--- src/rtl/alu_arbiter.sv ---
// alu_arbiter: shares one combinational 32-bit ALU among NREQ requesters.
// Each accepted request has its operands registered, is evaluated for one
// cycle, and its result/zero flag is then held until the owner accepts it.
// Build option: define ALU_ARB_FIXED_PRIO_EN for fixed priority (lowest
// index wins) instead of the default round-robin arbitration.

// Single-cycle combinational ALU; unknown opcodes produce zero.
module alu (
    input  logic [31:0] op1_i,
    input  logic [31:0] op2_i,
    input  logic [3:0]  alu_op_i,
    output logic [31:0] result_o,
    output logic        zero_o
);
    localparam int unsigned DW = 32;

    // Opcode decode; shift amounts use the low 5 bits of operand 2.
    always_comb begin
        result_o = '0;
        case (alu_op_i)
            4'h0:    result_o = op1_i & op2_i;
            4'h1:    result_o = op1_i | op2_i;
            4'h2:    result_o = op1_i + op2_i;
            4'h6:    result_o = op1_i - op2_i;
            4'h7:    result_o = {(DW-1)'(0), ($signed(op1_i) < $signed(op2_i))};
            4'h8:    result_o = op1_i >> op2_i[4:0];
            4'h9:    result_o = op1_i << op2_i[4:0];
            4'hA:    result_o = $unsigned($signed(op1_i) >>> op2_i[4:0]);
            4'hD:    result_o = op1_i ^ op2_i;
            default: result_o = '0;
        endcase
    end

    assign zero_o = (result_o == '0);
endmodule

module alu_arbiter #(
    parameter int unsigned NREQ = 4,
    parameter int unsigned IDW  = 2
) (
    input  logic                clk,
    input  logic                rst_n,
    input  logic [NREQ-1:0]     req_valid,
    output logic [NREQ-1:0]     req_ready,
    input  logic [32*NREQ-1:0]  req_op1,
    input  logic [32*NREQ-1:0]  req_op2,
    input  logic [4*NREQ-1:0]   req_alu_op,
    output logic [NREQ-1:0]     rsp_valid,
    input  logic [NREQ-1:0]     rsp_ready,
    output logic [31:0]         rsp_result,
    output logic                rsp_zero,
    output logic                busy
);
    localparam int unsigned DW  = 32;
    localparam int unsigned OPW = 4;

    typedef enum logic [1:0] {
        IDLE = 2'd0,
        EXEC = 2'd1,
        RESP = 2'd2
    } state_e;

    state_e            state_q, state_d;
    logic [DW-1:0]     op1_q, op1_d;
    logic [DW-1:0]     op2_q, op2_d;
    logic [OPW-1:0]    alu_op_q, alu_op_d;
    logic [IDW-1:0]    owner_q, owner_d;
    logic [NREQ-1:0]   rsp_valid_q, rsp_valid_d;
    logic [DW-1:0]     rsp_result_q, rsp_result_d;
    logic              rsp_zero_q, rsp_zero_d;

    logic [IDW-1:0]    grant_c;
    logic              grant_vld_c;
    logic [DW-1:0]     alu_result;
    logic              alu_zero;

    logic [DW-1:0]     op1_arr    [NREQ];
    logic [DW-1:0]     op2_arr    [NREQ];
    logic [OPW-1:0]    alu_op_arr [NREQ];

    // Unpack the flat requester buses into per-requester arrays.
    for (genvar gi = 0; gi < NREQ; gi++) begin : g_unpack
        assign op1_arr[gi]    = req_op1[DW*gi +: DW];
        assign op2_arr[gi]    = req_op2[DW*gi +: DW];
        assign alu_op_arr[gi] = req_alu_op[OPW*gi +: OPW];
    end

`ifdef ALU_ARB_FIXED_PRIO_EN
    // Fixed priority: lowest valid index wins.
    always_comb begin
        grant_c     = '0;
        grant_vld_c = 1'b0;
        for (int k = 0; k < int'(NREQ); k++) begin
            if (!grant_vld_c && req_valid[IDW'(k)]) begin
                grant_c     = IDW'(k);
                grant_vld_c = 1'b1;
            end
        end
    end
`else
    logic [IDW-1:0] rr_ptr_q, rr_ptr_d;
    logic [IDW-1:0] rr_idx;

    // Round-robin pointer register.
    always_ff @(posedge clk or negedge rst_n) begin
        if (!rst_n) begin
            rr_ptr_q <= '0;
        end else begin
            rr_ptr_q <= rr_ptr_d;
        end
    end

    // Pointer moves to the slot after the winner on every accepted request.
    always_comb begin
        rr_ptr_d = rr_ptr_q;
        if (state_q == IDLE && grant_vld_c) begin
            rr_ptr_d = IDW'((int'(grant_c) + 1) % int'(NREQ));
        end
    end

    // Round-robin search starting at rr_ptr, wrapping modulo NREQ.
    always_comb begin
        grant_c     = '0;
        grant_vld_c = 1'b0;
        rr_idx      = '0;
        for (int k = 0; k < int'(NREQ); k++) begin
            rr_idx = IDW'((int'(rr_ptr_q) + k) % int'(NREQ));
            if (!grant_vld_c && req_valid[rr_idx]) begin
                grant_c     = rr_idx;
                grant_vld_c = 1'b1;
            end
        end
    end
`endif

    // Accept strobe goes only to the winner, and only while idle and out of reset.
    assign req_ready = (rst_n && state_q == IDLE && grant_vld_c) ? (NREQ'(1) << grant_c) : '0;

    alu u_alu (
        .op1_i    (op1_q),
        .op2_i    (op2_q),
        .alu_op_i (alu_op_q),
        .result_o (alu_result),
        .zero_o   (alu_zero)
    );

    // State and datapath registers.
    always_ff @(posedge clk or negedge rst_n) begin
        if (!rst_n) begin
            state_q      <= IDLE;
            op1_q        <= '0;
            op2_q        <= '0;
            alu_op_q     <= '0;
            owner_q      <= '0;
            rsp_valid_q  <= '0;
            rsp_result_q <= '0;
            rsp_zero_q   <= 1'b0;
        end else begin
            state_q      <= state_d;
            op1_q        <= op1_d;
            op2_q        <= op2_d;
            alu_op_q     <= alu_op_d;
            owner_q      <= owner_d;
            rsp_valid_q  <= rsp_valid_d;
            rsp_result_q <= rsp_result_d;
            rsp_zero_q   <= rsp_zero_d;
        end
    end

    // Next-state: accept in IDLE, capture ALU output in EXEC, wait for owner in RESP.
    always_comb begin
        state_d      = state_q;
        op1_d        = op1_q;
        op2_d        = op2_q;
        alu_op_d     = alu_op_q;
        owner_d      = owner_q;
        rsp_valid_d  = rsp_valid_q;
        rsp_result_d = rsp_result_q;
        rsp_zero_d   = rsp_zero_q;
        case (state_q)
            IDLE: begin
                if (grant_vld_c) begin
                    op1_d    = op1_arr[grant_c];
                    op2_d    = op2_arr[grant_c];
                    alu_op_d = alu_op_arr[grant_c];
                    owner_d  = grant_c;
                    state_d  = EXEC;
                end
            end
            EXEC: begin
                rsp_result_d = alu_result;
                rsp_zero_d   = alu_zero;
                rsp_valid_d  = NREQ'(1) << owner_q;
                state_d      = RESP;
            end
            RESP: begin
                if (rsp_ready[owner_q]) begin
                    rsp_valid_d = '0;
                    state_d     = IDLE;
                end
            end
            default: state_d = IDLE;
        endcase
    end

    assign rsp_valid  = rsp_valid_q;
    assign rsp_result = rsp_result_q;
    assign rsp_zero   = rsp_zero_q;
    assign busy       = (state_q != IDLE);
endmodule

--- config.mk ---
export PLATFORM = sky130hd
export DESIGN_NAME = alu_arbiter
export DESIGN_NICKNAME = d
export VERILOG_FILES = /design/src/rtl/alu_arbiter.sv
export SDC_FILE = /design/constraint.sdc
export NUM_CORES = 1
export LEC_CHECK = 0
export BUFFER_PORTS_ARGS = -buffer_cell sky130_fd_sc_hd__buf_2
export CAP_MARGIN = 25
export CORE_MARGIN = 2
export CORE_UTILIZATION = 45
export CTS_CLUSTER_DIAMETER = 80
export CTS_CLUSTER_SIZE = 40
export DETAILED_ROUTE_END_ITERATION = 10
export PLACE_DENSITY = 0.75
export SYNTH_ARGS = -nofsm -noshare
export SYNTH_HDL_FRONTEND = slang
export SYNTH_SLANG_ARGS = --single-unit
--- constraint.sdc ---
create_clock -name clk -period 7.22 [get_ports clk]
set_input_delay 0.722 -clock clk [delete_from_list [all_inputs] [get_ports clk]]
set_output_delay 0.722 -clock clk [all_outputs]
set_load 0.05 [all_outputs]
==> results.json <==
{
  "layout_commonest_cell": "nand2_1",
  "m1WireLength_mm": 33.3,
  "status": "finished clean",
  "dpl.hpwl_mm": 67.7,
  "reg2reg_slack_ps": 1500,
  "core_area_sq_um": 35700,
  "tns_ps": 0,
  "grt_pass1_vias": 19145,
  "holdWs_ps": 348,
  "rr_endpoint": "rsp_zero",
  "yosys.area.top_type": "dfrtp_1",
  "wirelength_mm": 87.2,
  "postCtsSetupBuffers": 0,
  "syn_avg_cell_area_sq_um": 7.03,
  "drc_errors": 0,
  "cts.reportedPaths.clkPinSlew_ps": 90,
  "io_buffers": 323,
  "numClockSinks": 111,
  "cp-start-kind": "flop",
  "vias": 20702,
  "track_usage": 0.448,
  "synth_cells": 2333,
  "layout_common_cells": "nand2_1, buf_2, nand3_1",
  "drt-pass1-iter-count": 6,
  "dr_wl_met3_mm": 12.3,
  "dp_cells": 2971,
  "grt_overflow_total": 0,
  "fin_cells": 2989,
  "cap_violations": 0,
  "worstSkewPairLatency_ps": 410,
  "required_ps": 7530,
  "drive_gt1_frac": 0.213,
  "drt_iter0_markers": 3374,
  "finalNetCount": 2912,
  "hold_buffers": 0,
  "ctsResizeCount": 0,
  "die_h_um": 195,
  "crit_type": "reg -> reg",
  "via_per_inst": 6.93,
  "slew_viol_final": 0,
  "syn_area_sq_um": 16400,
  "synth_edf_count": 0,
  "rsz0062_at_grt": "no",
  "io_pins": 324,
  "die-area_sq_um": 38000,
  "synthDistinctLibCells": 89,
  "drt.antenna.violating_nets": 0,
  "grt_pass1_wl_mm": 126,
  "layout_min_cycle_time_ps": 5720,
  "initial_core_util": 0.459,
  "worstPathArrival_ps": 6020,
  "antenna_found_initial": 2,
  "grt_max_degree": 107,
  "fillCellCount": 3586,
  "ys_ff_latch": 111,
  "htree_levels": 3,
  "wl_met2_mm": 36.0,
  "highest_layer": "met4",
  "async_reset_ff_frac": 1.00,
  "die_w_um": 195,
  "worstRegToRegCells": 13,
  "cts_buffer_depth": 2,
  "cts_inserted_buffers": 9,
  "path_max_fanout": 10,
  "syn_to_final_growth_pct": 13.2,
  "synth_top_area_frac": 0.169,
  "cp-end-kind": "flop",
  "min_period_over_period": 0.792,
  "routedWlPerCell_um": 29.2,
  "clock_skew_ps": 18.4,
  "rr_startpoint": "op1_q[8]",
  "yosysSeqAreaShare": 0.169,
  "worst_slew_pin_slew_ps": 1100,
  "setup_violations": 0,
  "yosys_warnings": 0,
  "cts_tree": "yes",
  "slew_headroom": 0.263,
  "max_clock_freq_mhz": 175,
  "synth.area.top_cells": "dfrtp_1, nand2_1, ha_1, mux4_2, nand3_1",
  "synthFlopType": "dfrtp_1",
  "finalHoldViolations": 0,
  "num_rows": 69,
  "hp-class": "in -> async",
  "gp_congestion": 1.15,
  "syn_nets": 2723,
  "root_buffer": "clkbuf_16"
}
==> cell families after synthesis <==
kind of cell | Yosys count | synth area share
AO/OA/AOI/OAI | 607 | 0.242
AND/OR/NAND/NOR | 1057 | 0.295
buffers and inverters | 289 | 0.0683
XOR/XNOR | 18 | 0.00961
multiplexers | 143 | 0.132
adder cells (fa/ha/maj) | 108 | 0.0833
flip-flops | 111 | 0.169
==> critical path: stages, from the launching register on <==
cell and delay, ps:
dfrtp_1 660, inv_1 250, ha_1 500, or3_4 390
a211o_1 290, a2111o_1 550, a211o_1 400, a211oi_2 330
o21ai_1 170, a2111o_1 550, nor4_1 710, nand4_1 180
or3_1 400, o31ai_2 230
==> registers in the layout, summed over array words and instances, names as in the netlist <==
name / flops
op1_q: 32
op2_q: 32
rsp_result: 32
alu_op_q: 4
rsp_valid: 4
owner_q: 2
rr_ptr_q: 2
state_q: 2
rsp_zero: 1
==> through the flow <==
stage	util	setup WS, ps	area (sq um)
detailed placement	0.511	1750	18300
CTS	0.519	1730	18600
global placement	0.511	1710	18300
floorplan	-	2220	16400
finish	0.520	1500	18600
global route	0.520	1470	18600
==> routing by layer <==
metal,vias to the layer above,track usage
met5,-,0
met4,0,0.235
met3,379,0.152
met2,1758,0.656
met1,9703,0.583
li1,8862,-
==> worst max-delay path by stage <==
stage / end / from / slack, ps / depth (start not counted)
2_1_floorplan: rsp_zero / op2_q[2] / 2220 / 18
3_3_place_gp: rsp_zero / op1_q[8] / 1710 / 13
3_5_place_dp: rsp_zero / op1_q[8] / 1750 / 13
4_1_cts: rsp_zero / op1_q[8] / 1730 / 13
5_1_grt: rsp_zero / op1_q[8] / 1470 / 13
6_report: rsp_zero / op1_q[8] / 1500 / 13
==> cell usage after synthesis (9+ instances only) <==
library cell	count
a2111oi_0	9
a211oi_1	26
a21o_1	14
a21oi_1	107
a221oi_1	16
a22oi_1	18
a31oi_1	25
and2_1	17
and3_1	17
buf_1	24
buf_2	16
clkbuf_1	148
dfrtp_1	111
ha_1	106
inv_1	93
mux2_2	53
mux2i_1	36
mux4_2	54
nand2_1	457
nand2b_1	18
nand3_1	234
nand4_1	15
nor2_1	145
nor2b_1	21
nor3_1	47
nor3b_1	10
nor4_1	24
o211ai_1	32
o21a_1	15
o21ai_0	182
o221ai_1	16
o22ai_1	34
o311ai_0	9
o31ai_1	10
or2_2	11
or3_1	10
xnor2_1	15
==> final cells by class <==
type                       count  area [sq um]  area share
multi-input combinational   1933         12600       0.677
sequential                   111          2790       0.150
timing repair buffer         370          1980       0.107
tap                          461           577      0.0310
inverter                      97           368      0.0198
clock buffer                  13           260      0.0140
clock inverter                 3          26.3     0.00141
antenna                        1          2.50    0.000135
Power is left out: the tool's default activity adds up to more than one toggle a clock period on the data nets, which glitch-free logic cannot reach.
